[config.mk]
export PLATFORM = sky130hd
export DESIGN_NAME = clk_seq
export DESIGN_NICKNAME = d
export VERILOG_FILES = /design/src/rtl/clk_seq_pkg.sv /design/src/rtl/clk_seq_timer.sv /design/src/rtl/clk_seq.sv
export SDC_FILE = /design/constraint.sdc
export NUM_CORES = 1
export LEC_CHECK = 0
export CAP_MARGIN = 0
export CORE_MARGIN = 2
export CORE_UTILIZATION = 38
export DETAILED_ROUTE_END_ITERATION = 8
export GPL_TIMING_DRIVEN = 0
export SYNTH_ARGS = -nofsm -noshare
export SYNTH_HDL_FRONTEND = slang
export SYNTH_SLANG_ARGS = --single-unit
[constraint.sdc]
create_clock -name clock_160 -period 1.4 [get_ports clock_160]
set_input_delay 0.14 -clock clock_160 [delete_from_list [all_inputs] [get_ports clock_160]]
set_output_delay 0.14 -clock clock_160 [all_outputs]
set_load 0.05 [all_outputs]
[src/rtl/clk_seq_pkg.sv]
// clk_seq_pkg: shared clock-register field positions, CLKSEL encodings and sequencer state type.
`default_nettype none

package clk_seq_pkg;

    // CLK register bit positions: {RESET, PLLENA, OSCENA, OSCM[1:0], CLKSEL[2:0]}
    localparam int CFG_W          = 7;
    localparam int CFG_CLKSEL_LSB = 0;
    localparam int CFG_OSCM_LSB   = 3;
    localparam int CFG_OSCENA     = 5;
    localparam int CFG_PLLENA     = 6;
    localparam int WR_RESET       = 7;

    localparam int CNT_W_MIN      = 21;

    typedef enum logic [2:0] {
        CLKSEL_RCFAST = 3'b000,
        CLKSEL_RCSLOW = 3'b001,
        CLKSEL_XINPUT = 3'b010,
        CLKSEL_PLL1X  = 3'b011,
        CLKSEL_PLL2X  = 3'b100,
        CLKSEL_PLL4X  = 3'b101,
        CLKSEL_PLL8X  = 3'b110,
        CLKSEL_PLL16X = 3'b111
    } clksel_e;

    typedef enum logic [2:0] {
        ST_IDLE   = 3'd0,
        ST_SETTLE = 3'd1,
        ST_SWITCH = 3'd2,
        ST_HOLD   = 3'd3,
        ST_RESET  = 3'd4
    } clk_seq_state_e;

endpackage

`default_nettype wire

[src/rtl/clk_seq_timer.sv]
// clk_seq_timer: loadable saturating down-counter with zero / one flags.
`default_nettype none

module clk_seq_timer #(
    parameter int WIDTH = 21
) (
    input  logic             clk,
    input  logic             rst_n,
    input  logic             load,
    input  logic [WIDTH-1:0] load_val,
    input  logic             dec,
    output logic             zero,
    output logic             one
);

    logic [WIDTH-1:0] count;

    always_ff @(posedge clk or negedge rst_n) begin
        if (!rst_n) begin
            count <= '0;
        end else if (load) begin
            count <= load_val;
        end else if (dec && (count != '0)) begin
            count <= count - {{(WIDTH-1){1'b0}}, 1'b1};
        end
    end

    assign zero = (count == '0);
    assign one  = (count == {{(WIDTH-1){1'b0}}, 1'b1});

endmodule

`default_nettype wire

[src/rtl/clk_seq.sv]
// clk_seq: sequences CLK register writes into glitch-safe clock-generator cfg updates,
// waiting for oscillator/PLL settling and BUFGMUX switchover, and issues chip reset requests.
`default_nettype none

module clk_seq
    import clk_seq_pkg::*;
#(
    parameter int OSC_SETTLE  = 1600000,
    parameter int PLL_SETTLE  = 16000,
    parameter int SWITCH_HOLD = 8,
    parameter int RST_PULSE   = 16
) (
    input  logic             clock_160,
    input  logic             nres,
    input  logic             wr_req,
    input  logic [7:0]       wr_data,
    output logic             wr_ack,
    output logic [CFG_W-1:0] cfg,
    output logic             busy,
    output logic             rst_req
);

    localparam int CNT_W_REQ = $clog2(OSC_SETTLE + PLL_SETTLE + 1);
    localparam int CNT_W     = (CNT_W_REQ > CNT_W_MIN) ? CNT_W_REQ : CNT_W_MIN;

    // Reset asserts asynchronously but is released only after two clock edges.
    logic [1:0] rst_sync;
    logic       rst_n_sync;

    always_ff @(posedge clock_160 or negedge nres) begin
        if (!nres) begin
            rst_sync <= 2'b00;
        end else begin
            rst_sync <= {rst_sync[0], 1'b1};
        end
    end

    assign rst_n_sync = rst_sync[1];

    clk_seq_state_e   state_q, state_d;
    logic [CFG_W-1:0] cfg_q, cfg_d;
    logic [CFG_W-1:0] target_q, target_d;
    logic [CNT_W-1:0] settle;
    logic [CNT_W-1:0] load_val;
    logic             load, dec;
    logic             cnt_zero, cnt_one;

    clk_seq_timer #(
        .WIDTH (CNT_W)
    ) u_timer (
        .clk      (clock_160),
        .rst_n    (rst_n_sync),
        .load     (load),
        .load_val (load_val),
        .dec      (dec),
        .zero     (cnt_zero),
        .one      (cnt_one)
    );

    always_ff @(posedge clock_160 or negedge rst_n_sync) begin
        if (!rst_n_sync) begin
            state_q  <= ST_IDLE;
            cfg_q    <= '0;
            target_q <= '0;
        end else begin
            state_q  <= state_d;
            cfg_q    <= cfg_d;
            target_q <= target_d;
        end
    end

    always_comb begin
        settle = '0;
        if (wr_data[CFG_OSCENA] && !cfg_q[CFG_OSCENA]) begin
            settle = settle + CNT_W'(OSC_SETTLE);
        end
        if (wr_data[CFG_PLLENA] && !cfg_q[CFG_PLLENA]) begin
            settle = settle + CNT_W'(PLL_SETTLE);
        end
    end

    always_comb begin
        state_d  = state_q;
        cfg_d    = cfg_q;
        target_d = target_q;
        load     = 1'b0;
        load_val = '0;
        dec      = 1'b0;
        wr_ack   = 1'b0;
        rst_req  = 1'b0;
        case (state_q)
            ST_IDLE: begin
                if (wr_req) begin
                    wr_ack = 1'b1;
                    load   = 1'b1;
                    if (wr_data[WR_RESET]) begin
                        state_d  = ST_RESET;
                        load_val = CNT_W'(RST_PULSE - 1);
                    end else begin
                        target_d = wr_data[CFG_W-1:0];
                        if (settle != '0) begin
                            cfg_d    = {wr_data[CFG_PLLENA:CFG_OSCM_LSB],
                                        cfg_q[CFG_OSCM_LSB-1:CFG_CLKSEL_LSB]};
                            state_d  = ST_SETTLE;
                            load_val = settle - {{(CNT_W-1){1'b0}}, 1'b1};
                        end else begin
                            cfg_d    = wr_data[CFG_W-1:0];
                            state_d  = ST_HOLD;
                            load_val = CNT_W'(SWITCH_HOLD - 1);
                        end
                    end
                end
            end
            ST_SETTLE: begin
                // Leaving one count early lets SWITCH land exactly `settle` cycles after the enables.
                dec = 1'b1;
                if (cnt_one || cnt_zero) begin
                    state_d = ST_SWITCH;
                end
            end
            ST_SWITCH: begin
                cfg_d    = target_q;
                state_d  = ST_HOLD;
                load     = 1'b1;
                load_val = CNT_W'(SWITCH_HOLD - 1);
            end
            ST_HOLD: begin
                dec = 1'b1;
                if (cnt_zero) begin
                    state_d = ST_IDLE;
                end
            end
            ST_RESET: begin
                dec     = 1'b1;
                rst_req = 1'b1;
                if (cnt_zero) begin
                    state_d = ST_IDLE;
                end
            end
            default: begin
                state_d = ST_IDLE;
            end
        endcase
    end

    assign cfg  = cfg_q;
    assign busy = (state_q != ST_IDLE);

endmodule

`default_nettype wire

==> impl.org, run 1 <==
** Outcome
- The flow ran to the end, but the final reports show violations.
- Violated checks :: setup timing

** Clock tree
- Clock-pin slew was measured on the worst setup and hold paths at 0.08 ns.
- Buffer cell driving the clock tree root :: clkbuf_8
- TritonCTS clock tree :: built
- The clock drives 40 sinks.
- At the later pin of the worst-skew pair, clock insertion delay measures 0.30 ns.
- Number of buffers created by CTS :: 5
- The clock tree synthesis step divided the H-tree into 2 levels.
- Maximum number of buffers from clock root to sink :: 2

** Floorplanning
- Standard-cell row count :: 27
- In this run the vertical extent of the chip is 80.3 um.
- 21 I/O pins were placed.
- The initial utilization of the core area, before any placement, comes to 39.7%.
- In this run the standard cell core region covers 5570 um^2.
- From left edge to right edge, the die measures 80.3 um.
- Die outline area :: 6450 um^2

** Synthesis
- After synthesis, the netlist uses 58 different library cells.
- Number of enable flip-flop cells after synthesis :: 0
- Synthesized Nets :: 243
- Synth area leader :: dfrtp_1
- Sorting the synthesized cells by area gives the leading types as dfrtp_1, a21oi_1, o21ai_0.
- In the synthesized netlist, the number of instances is 229.
- Ranked by instance count, the synthesized netlist is headed by dfrtp_1, nand2_1, a21oi_1, o21ai_0, nor2_1.
- Flip-flop and latch count after synthesis :: 40
- After synthesis, the share of flip-flops with an asynchronous set or reset is 100%.
- A synthesized cell averages 9.66 um^2.
- During synthesis, Yosys emitted a total of 0 warnings.
- Post-synth top area share :: 45.2%
- In the synthesized netlist the dominant register cell turns out to be dfrtp_1.
- Most frequently used cell type in the post-synthesis netlist :: dfrtp_1
- Sequential fraction of the synthesis area :: 45.2%
- The mapped netlist covers 2210 um^2.

** Drt
- Dividing the detail-routed via count by the number of cells gives 5.91.
- The detailed router finished its first iteration with 144 violations.
- After detailed routing, the total wire length is 7.03 mm.
- After detailed routing, the number of remaining DRC violations is 0.
- Via Count :: 2193
- The count of nets left with antenna violations once routing finished came out at 0.
- Initial DRT Pass Iterations :: 4
- Dividing the detail-routed wire length by the instance count gives 19.0 um.

** Cells and area
- The repair_antennas step left the layout with diodes totalling 0.
- Multi-input gate area :: 1540 um^2
- After routing the design area is 3440 um^2.
- Relative to the synthesized area, the layout overhead comes to 55.5%.
- In the final design database the tool counted 312 nets.
- Sequential cell area :: 1010 um^2
- Layout cells sized above 1 :: 46.8%
- The layout has 443 filler cells.
- Non-filler instance count after layout :: 371

** Critical path
- Crit path capture type :: flop
- The critical path is of the flop to flop type.
- The slowest stage of the critical path is the or4_4 cell.
- Walking the worst path, the cells encountered are or4_4 -> or3_4 -> o21a_1 -> buf_6 -> a31o_4 -> a21oi_2.
- Kind of launch point of the worst setup path :: flop
- Longest individual stage delay on the worst path :: 0.58 ns
- STA puts the critical path data required time at 1.62 ns.
- Of all nets on the critical path, the largest fanout is 5.
- Arrival time reported for the critical path endpoint :: 2.41 ns

** STA
- The total count of hold-check failures in the final report was 0.
- Dividing the final minimum period by the clock period gives 156%.
- Across all hold checks on the routed design, the worst slack comes to 0.352 ns.
- Total negative slack :: -16.91 ns
- The number of pins with negative max-slew slack in the final report was 0.
- For the pin with the worst max-slew slack, the measured transition is 0.863 ns.
- Setup repair after global routing missed its margin :: yes
- Final setup vio count :: 33
- Headroom to the max-slew limit :: 42.5%
- The clock arrives with 0.0125 ns of skew.
- For the finished layout, the period the worst path requires is 2.19 ns.
- Maximum achievable frequency :: 458 MHz
- Once routing completed, OpenROAD measured the worst setup slack at -0.785 ns.

** Placement
- Once placement finished, the instance area stood at 2540 um^2.
- Half-perimeter wire length of the detailed placement result :: 3.81 mm
- In this run, placement finished with an instance count of 321.
- Input and output buffers added on the ports amount to 20.
- Placer Congestion :: 0.827

** GRT
- The number of global-route vias before repair is 2257.
- Maximum number of pins on one net before global-route repair :: 39
- The initial antenna violation count is 0.
- Total global routing track utilization :: 22.1%
- Remaining Overflow, GRT :: 0
- First-pass GRT wire length :: 10.9 mm

** Power
- Sw frac :: 46.2%
- Switching power of the nets :: 4.16 mW
- Flop pwr share :: 24.8%
- The share of total power dissipated in the clock network is 10.7%.
- Combinational logic burns 64.5% of the power.
- Cell-internal power :: 4.85 mW
- In this run the static leakage power is 1.41 nW.
- IR analysis of the VDD net gives a maximum drop of 1200 uV.
- Pwr/cell area :: 2620 nW/um^2

** Run
- The tool flagged a number of max-cap violations equal to 0.

** Min path
- The tightest min-delay check is of the flop to flop type.
[per-layer routing]
metal / global-route usage (%) / wire [um] / up-vias
li1: - / - / 1017
met3: 3.82 / 311 / 12
met5: 0 / 0 / -
met4: 7.97 / 121 / 0
met2: 36.1 / 3580 / 56
met1: 29.3 / 3020 / 1108
[final timing paths]
| kind | from | end | slack (ns) | cells after the start |
|---|---|---|---|---|
| worst max-delay path | u_timer.count[4]$_DFFE_PN0P_ | u_timer.count[19]$_DFFE_PN0P_ | -0.79 | 6 |
| worst min-delay path | rst_sync[0]$_DFF_PN0_ | rst_sync[1]$_DFF_PN0_ | 0.35 | 0 |
| worst max register to register | u_timer.count[4]$_DFFE_PN0P_ | u_timer.count[19]$_DFFE_PN0P_ | -0.79 | 6 |
| worst min register to register | rst_sync[0]$_DFF_PN0_ | rst_sync[1]$_DFF_PN0_ | 0.35 | 0 |
| max in group asynchronous | rst_sync[1]$_DFF_PN0_ | u_timer.count[7]$_DFFE_PN0P_ | 0.41 | 0 |
| min in group asynchronous | rst_sync[1]$_DFF_PN0_ | u_timer.count[1]$_DFFE_PN0P_ | 0.39 | 0 |
[critical path: cells and delay by family (launching register included)]
kind | cells | cell delay [ns]
AO/OA/AOI/OAI | 3 | 0.56
buffers and inverters | 1 | 0.15
flip-flops | 1 | 0.43
AND/OR/NAND/NOR | 2 | 0.97
[final cells by class]
| class | instances | area share (%) |
|---|---|---|
| Sequential cell | 40 | 29.5 |
| Tap cell | 72 | 2.62 |
| Clock buffer | 5 | 2.00 |
| Inverter | 8 | 0.873 |
| Buffer | 4 | 1.49 |
| Timing Repair Buffer | 63 | 17.5 |
| Clock inverter | 3 | 1.24 |
| Multi-Input combinational cell | 176 | 44.7 |
[cell families (layout without fill, tap and decap cells)]
| kind of cell | after synthesis | after routing | share of synthesized area (%) |
|---|---|---|---|
| xor gates and xnor gates | 1 | 1 | 0.396 |
| other | 1 | 1 | 0.170 |
| AOI/OAI and AO/OA | 70 | 70 | 20.4 |
| buffers and inverters | 13 | 83 | 2.60 |
| muxes | 14 | 14 | 6.73 |
| and+or+nand+nor | 87 | 87 | 22.7 |
| adders and majority gates | 3 | 3 | 1.70 |
| DFF | 40 | 40 | 45.2 |
[flip-flops by register name, indices dropped and copies added, names as in the netlist]
register	flops
u_timer.count	21
cfg	7
target_q	7
state_q	3
rst_sync	2
[power by group through the flow]
| stage | sequential [mW] | clock [mW] | combinational, mW |
|---|---|---|---|
| after floorplan | 2.34 | 0 | 2.16 |
| after detailed placement | 2.13 | 0 | 3.30 |
| after global routing | 2.30 | 1.03 | 6.16 |
| after CTS | 2.15 | 0.979 | 4.99 |
| after global placement | 2.11 | 0 | 3.26 |
| final | 2.23 | 0.965 | 5.81 |
[metrics by stage]
stage / worst slack [ns] / utilization, % / power, mW
floorplan: -0.686 / - / 4.50
global placement: -1.14 / 45.6 / 5.37
detailed placement: -1.12 / 45.7 / 5.43
CTS: -0.747 / 57.2 / 8.13
global route: -0.816 / 61.7 / 9.49
finish: -0.785 / 61.7 / 9.01
[layout by cell type (no fill, tap or decap), types with 8 or more instances in the layout]
cell / synthesis / final
o21ai_1: 1 / 8
buf_4: 0 / 27
buf_6: 1 / 16
dfrtp_1: 40 / 29
nor2_1: 16 / 14
nand2_1: 19 / 15
a21oi_2: 0 / 8
dfrtp_2: 0 / 11
clkdlybuf4s50_1: 0 / 10
[repair_timing]
item,CTS,global route
resized for setup,103,42
pin swaps,20,16
endpoints found under the hold margin,2,0
setup buffers,27,16
setup endpoints to repair,48,42
hold buffers,1,0
gates cloned,2,0
Power figures use the tool's default switching activity.
==> run 2: changes to the inputs <==
--- a/config.mk
+++ b/config.mk
@@ -10,6 +10,7 @@
 export CORE_UTILIZATION = 38
 export DETAILED_ROUTE_END_ITERATION = 8
 export GPL_TIMING_DRIVEN = 0
+export SLEW_MARGIN = 15
 export SYNTH_ARGS = -nofsm -noshare
 export SYNTH_HDL_FRONTEND = slang
 export SYNTH_SLANG_ARGS = --single-unit
==> impl.org, run 2 (synthesis gave the netlist of run 1 again) <==
** Clock tree
- Buffer cell driving the clock tree root :: clkbuf_8
- The clock net sink count came to 40 (unchanged).
- TritonCTS built the clock tree.
- The number of H-tree levels was 2 (unchanged).
- The number of CTS-inserted buffers came to 5 (unchanged).
- Clock transition at the registers of the reported paths :: 0.09 ns (about the same)
- Later-pin clock latency in the skew report :: 0.31 ns (about the same)
- Maximum number of buffers from clock root to sink :: 2 (unchanged)

** STA
- Setup repair after global routing missed its margin :: yes
- Slew at the pin with the worst max-slew slack :: 0.604 ns (-0.258 ns)
- The post-layout worst setup margin came to -0.809 ns (-0.0237 ns).
- Final Critical Period :: 2.21 ns (+0.0237 ns)
- The part of the cycle the worst path needs came to 158% (+1.7 points).
- The highest clock frequency the design can meet is 453 MHz (-1.1%).
- The total count of hold-check failures in the final report was 0 (unchanged).
- Final setup vio count :: 41 (+24%)
- Setup clock skew after layout :: 0.0103 ns (-0.00222 ns)
- The final hold slack was 0.249 ns (-0.103 ns).
- Pins over their slew limit :: 0 (unchanged)
- The relative max-transition margin is 59.1% (+17 points).

** Min path
- Worst min-delay path class :: flop to async pin

** Cells and area
- The layout cell share with drive strength beyond 1 is 47.2% (+0.39 points).
- Finished Cell Area :: 3440 um^2 (+0.11%)
- The final cell count without fillers is 377 (+1.6%).
- From synthesis to final layout, the design area changed by 55.7%.
- Most used cells in the layout excluding fill and tap cells :: buf_4, dfrtp_1, buf_6, dfrtp_2
- u_timer.count holds more flip-flops than any other register.
- The final net count was 318 (+1.9%).
- Leaving out fill and tap cells, the most frequent cell in the layout is buf_4.
- Antenna Diode Count :: 0 (unchanged)
- The flip-flop count of the largest register, all copies and words added came to 21 (unchanged).

** Placement
- The quantity of I/O buffers inserted on ports was 20 (unchanged).
- The HPWL after detailed placement came to 3.88 mm (+1.9%).
- The number of instances in the placed design was 322 (+0.31%).
- The post-placement cell area was 2570 um^2 (+1.1%).
- The routability congestion estimate from global placement came to 0.827 (unchanged).
- Pre-CTS worst setup slack :: -1.11 ns (+0.0137 ns)

** Drt
- The wire length after detailed routing is 6.95 mm (-1.3%).
- First DRT Iteration DRCs :: 197 (+37%)
- Number of vias per cell :: 5.88 (-0.47%)
- DRC errors left :: 0 (unchanged)
- Number of nets with antenna violations after detailed routing :: 0 (unchanged)
- The average routed wire per standard cell was 18.4 um (-2.8%).
- The overall via count from detail_route is 2218 (+1.1%).
- The total iterations of the first detailed-routing run came to 4 (unchanged).

** Power
- Cell-internal power :: 4.94 mW (+1.9%)
- Part of the total power dissipated in the clock network :: 10.8% (about the same)
- The maximum VDD drop is 1270 uV (+6.0%).
- LEAKAGE :: 1.43 nW (+1.9%)
- The proportion of total power due to net switching is 45.4% (-0.71 points).
- The switching component of the power was 4.12 mW (-0.95%).
- Logic gate share of total power :: 64.7% (+0.2 points)
- The power per cell area is 2630 nW/um^2 (+0.49%).
- Flop pwr share :: 24.5% (-0.3 points)

** Critical path
- Highest fanout seen on the critical path :: 6 (+1)
- Kind of launch point of the worst setup path :: flop
- Worst EP required :: 1.59 ns (-0.03 ns)
- Arrival time reported for the critical path endpoint :: 2.40 ns (about the same)
- Crit-path cells :: or4_4 -> or3_1 -> o31ai_1 -> a21oi_1 -> a311oi_1
- Reg-to-Reg Start :: u_timer.count[6]$_DFFE_PN0P_
- The slack of the worst reg-to-reg path was -0.81 ns (-0.02 ns).
- By startpoint and endpoint, the worst setup path is classified as flop to flop.
- The highest cell delay on the worst timing path came to 0.55 ns (-0.03 ns).
- Crit path capture type :: flop
- The largest individual stage delay along the critical path comes from the cell or4_4.
- The most critical setup path has its startpoint at u_timer.count[6]$_DFFE_PN0P_.

** GRT
- The number of global-route vias before repair was 2233 (-1.1%).
- First-pass GRT wire length :: 11.1 mm (+1.2%)
- The final global-route overflow total was 0 (unchanged).
- The largest net degree at the start of global routing came to 22 (-44%).
- Antenna violations before repair :: 0 (unchanged)
- Total global routing track utilization :: 22.4% (+0.29 points)

** Outcome
- The run finished, with violations left.
- The checks that failed: setup timing.

** Floorplanning
- Vert. Die Dim :: 80.3 um (unchanged)
- Standard-cell row count :: 27 (unchanged)
- Initial cell density of the core :: 39.7% (unchanged)
- I/O pin count :: 21 (unchanged)
- The core area came to 5570 um^2 (unchanged).
- Die outline area :: 6450 um^2 (unchanged)
- Die Wd :: 80.3 um (unchanged)

** Run
- Max capacitance violation total :: 0 (unchanged)
-- run 2: cell types whose count changed in the layout (fill, tap and decap cells not counted), sizes merged --
cell,delta
buf,+7
clkbuf,-1
dlygate4sd2,+1
clkdlybuf4s15,-1
-- run 2: final cells by class --
class | instances | area (um^2)
Fill cell | 447 | 2130
Clock inverter | 3 | 42.5
Clock buffer | 5 | 68.8
Sequential cell | 40 | 1020
Multi-Input combinational cell | 176 | 1470
Buffer | 3 | 47.5
Timing Repair Buffer | 70 | 672
Inverter | 8 | 30.0
Tap cell | 72 | 90.1
-- run 2: worst max-delay path: cells and delay by family, from the launching register on --
| kind | cells | cell delay (ns) |
|---|---|---|
| simple gates | 2 | 1.01 |
| flops | 1 | 0.47 |
| compound gates | 3 | 0.60 |
-- run 2: worst paths after layout --
path / endpoint / cells after the start
hold / removal: cfg[4]$_DFFE_PN0P_ / 0
hold reg to reg: cfg[4]$_DFFE_PN0P_ / 0
max in group asynchronous: u_timer.count[2]$_DFFE_PN0P_ / 1
setup reg to reg: u_timer.count[11]$_DFFE_PN0P_ / 5
setup / recovery: u_timer.count[11]$_DFFE_PN0P_ / 5
min in group clock_160: rst_sync[1]$_DFF_PN0_ / 0
-- run 2: layer usage --
metal,wire length (um),part of all wire (%),track usage [%],vias to the layer above
met2,3430,49,36.2,71
met3,328,4.7,4.04,19
met5,0,0,0,-
met1,3020,43,29.1,1106
li1,-,-,-,1022
met4,165,2.4,10.0,0
-- run 2: stage by stage --
step	setup TNS, ns	util (%)	total power, mW
global route	-21.21	61.8	9.53
detailed placement	-28.09	46.2	5.43
floorplan	-14.33	-	4.50
CTS	-18.48	57.2	8.18
global placement	-41.42	45.6	5.37
finish	-19.07	61.8	9.06
-- run 2: repair_timing --
item / in CTS / in global routing
endpoints found under the setup margin: 48 / 41
resized for setup: 98 / 40
pin swaps: 25 / 16
hold buffers: 1 / 0
endpoints found under the hold margin: 2 / 0
cloned: 1 / 0
buffers inserted: 31 / 19
-- run 2: power by group through the flow --
stage               clock (mW)  sequential (mW)  combinational (mW)
floorplan                    0             2.34                2.16
global placement             0             2.11                3.26
detailed placement           0             2.12                3.31
CTS                      0.994             2.15                5.03
global route              1.03             2.30                6.20
finish                   0.983             2.22                5.86
==> run 3: changes to the inputs <==
--- a/config.mk
+++ b/config.mk
@@ -6,10 +6,13 @@
 export NUM_CORES = 1
 export LEC_CHECK = 0
 export CAP_MARGIN = 0
+export CELL_PAD_IN_SITES_DETAIL_PLACEMENT = 1
+export CELL_PAD_IN_SITES_GLOBAL_PLACEMENT = 1
 export CORE_MARGIN = 2
 export CORE_UTILIZATION = 38
 export DETAILED_ROUTE_END_ITERATION = 8
 export GPL_TIMING_DRIVEN = 0
+export PLACE_DENSITY_LB_ADDON = 0.1
 export SLEW_MARGIN = 15
 export SYNTH_ARGS = -nofsm -noshare
 export SYNTH_HDL_FRONTEND = slang
==> impl.org, run 3 (synthesis gave the netlist of run 1 again) <==
** Power
- The maximum VDD drop came to 1270 uV (+0.54%).
- The power per cell area was 2600 nW/um^2 (-1.0%).
- The total leakage power was 1.39 nW (-2.7%).

** Clock tree
- The source-to-sink clock delay at the later pin of the worst-skew pair was 0.30 ns (about the same).
- The buffer depth of the longest clock path was 2 (unchanged).
- The clock net sink count is 40 (unchanged).
- The CTS clock-pin slew for the worst setup and hold paths was 0.08 ns (about the same).
- The number of CTS-inserted buffers was 5 (unchanged).
- Number of levels the H-tree was split into :: 2 (unchanged)
- Buffer cell driving the clock tree root :: clkbuf_8
- TritonCTS built the clock tree.

** STA
- The pin slew with the least headroom to its limit came to 0.553 ns (-0.0510 ns).
- Number of hold-slack violations in the final timing report :: 0 (unchanged)
- Final Critical Period :: 2.21 ns (+0.000741 ns)
- The post-layout worst setup margin came to -0.809 ns (-0.000741 ns).
- Total negative slack :: -17.88 ns (+1.19 ns)
- Headroom to the max-slew limit :: 63.0% (+3.9 points)
- The part of the cycle the worst path needs was 158% (about the same).
- Pins over their slew limit :: 0 (unchanged)
- Setup repair after global routing missed its margin :: yes
- Maximum achievable frequency :: 453 MHz (about the same)
- The final number of setup-violating endpoints is 34 (-17%).
- Setup clock skew after layout :: 0.0121 ns (+0.00184 ns)

** Drt
- Routed WL per cell :: 20.7 um (+12%)
- The met1 routed wirelength after detailed routing was 3.26 mm (+8.1%).
- First DRT Iteration DRCs :: 93 (-53%)
- Number of nets with antenna violations after detailed routing :: 0 (unchanged)
- The wire length on met2 was 3.94 mm (+15%).
- Length of routed met3 wiring :: 306 um (-6.7%)
- The overall via count from detail_route is 2243 (+1.1%).
- The post-detailed-route DRC marker count came to 0 (unchanged).
- The highest metal layer carrying signal wires in the routed design is met4.
- Total wirelength of the detailed-routed design :: 7.69 mm (+11%)
- Initial DRT Pass Iterations :: 4 (unchanged)
- Number of vias per cell :: 6.03 (+2.5%)

** Cells and area
- Most used cells in the layout excluding fill and tap cells :: buf_4, dfrtp_1, buf_6, dfrtp_2, nor2_1
- Max FFs per register :: 21 (unchanged)
- The library cell used most frequently in the layout, excluding fill and tap cells, is buf_4.
- The area growth from synthesis to layout is 53.1%.
- More flip-flops sit in one register than any other, and that register is u_timer.count.
- Finished Cell Area :: 3390 um^2 (-1.6%)
- The final net count is 313 (-1.6%).
- The fill cell total of the finished layout came to 601 (+34%).
- The layout cell share with drive strength beyond 1 was 47.0% (-0.21 points).
- Layout Utilization :: 60.8% (-1.0 points)
- Antenna Diode Count :: 0 (unchanged)
- The final cell count without fillers came to 372 (-1.3%).

** Critical path
- Arrival time reported for the critical path endpoint :: 2.44 ns (+0.04 ns)
- The worst setup path is of the flop to flop kind.
- Reg-to-Reg Start :: u_timer.count[5]$_DFFE_PN0P_
- The worst setup path is launched from a flop.
- Worst EP required :: 1.63 ns (+0.04 ns)
- STA classifies the critical path endpoint as a flop.
- The highest net fanout along the worst path is 9 (+3).
- Tracing the worst setup path back leads to its startpoint at u_timer.count[5]$_DFFE_PN0P_.

** Floorplanning
- I/O pin count :: 21 (unchanged)
- Core Region :: 5570 um^2 (unchanged)
- Die Wd :: 80.3 um (unchanged)
- Standard-cell row count :: 27 (unchanged)
- Initial cell density of the core :: 39.7% (unchanged)
- Vert. Die Dim :: 80.3 um (unchanged)
- The area of the die was 6450 um^2 (unchanged).

** GRT
- First-pass GRT wire length :: 11.6 mm (+5.0%)
- The final global-route overflow total was 0 (unchanged).
- The number of global-route vias before repair came to 2194 (-1.7%).
- Total global routing track utilization :: 23.7% (+1.3 points)
- Antenna violations before repair :: 0 (unchanged)
- The largest net degree at the start of global routing came to 25 (+14%).

** Placement
- Half-perimeter wire length of the detailed placement result :: 4.35 mm (+12%)
- The post-placement cell area came to 2560 um^2 (-0.29%).
- The quantity of I/O buffers inserted on ports was 20 (unchanged).
- Pre-CTS worst setup slack :: -1.25 ns (-0.140 ns)
- The number of instances in the placed design was 322 (unchanged).
- The routability congestion estimate from global placement came to 0.764 (-7.6%).

** Run
- The number of max-cap violations was 0 (unchanged).

** Min path
- Worst min-delay path class :: flop to async pin

** Outcome
- Outcome :: finished, violations left
- The checks that failed: setup timing.
-- run 3: where the power goes --
group | internal [mW] | total (mW) | switching (mW)
registers | 1.65 | 2.23 | 0.583
logic | 2.63 | 5.82 | 3.19
clock network | 0.350 | 0.766 | 0.416
-- run 3: critical path: stages, from the launching register on --
cell	delay, ns
dfrtp_2	0.46
or4_4	0.57
or3_4	0.43
o21a_1	0.20
buf_6	0.15
a31o_4	0.22
a21oi_2	0.10
-- run 3: path summary, 6_finish.rpt --
path | to | slack, ns | cells after the start
max | u_timer.count[19]$_DFFE_PN0P_ | -0.81 | 6
min | cfg[3]$_DFFE_PN0P_ | 0.18 | 0
max reg2reg | u_timer.count[19]$_DFFE_PN0P_ | -0.81 | 6
min reg2reg | cfg[3]$_DFFE_PN0P_ | 0.18 | 0
max in group asynchronous | rst_sync[1]$_DFF_PN0_ | 0.74 | 2
min in group clock_160 | rst_sync[1]$_DFF_PN0_ | 0.35 | 0
-- run 3: final cells by class --
class	count	area, um^2	share of cell area [%]
sequential	40	1020	30.1
inverter	8	30.0	0.887
timing repair buffer	65	609	18.0
multi-input combinational	176	1510	44.5
buffer	3	47.5	1.40
tap	72	90.1	2.66
clock buffer	7	76.3	2.25
clock inverter	1	5.00	0.148
-- run 3: stage by stage --
step / power (mW) / hold slack [ns]
final: 8.82 / 0.176
after global routing: 9.27 / 0.219
after CTS: 7.90 / 0.189
after detailed placement: 5.50 / 0.187
after global placement: 5.41 / 0.312
after floorplan: 4.50 / -0.156
-- run 3: per-layer routing --
layer | up-vias | track usage (%)
li1 | 1017 | -
met1 | 1148 | 30.8
met2 | 59 | 40.0
met3 | 19 | 4.04
met4 | 0 | 7.80
met5 | - | 0
-- run 3: what timing repair did --
item | in CTS | in global routing
resized for setup | 109 | 28
buffers inserted | 22 | 20
gates cloned | 1 | 0
endpoints found under the hold margin | 2 | 0
pin swaps | 15 | 15
hold buffers | 1 | 0
endpoints found under the setup margin | 48 | 41
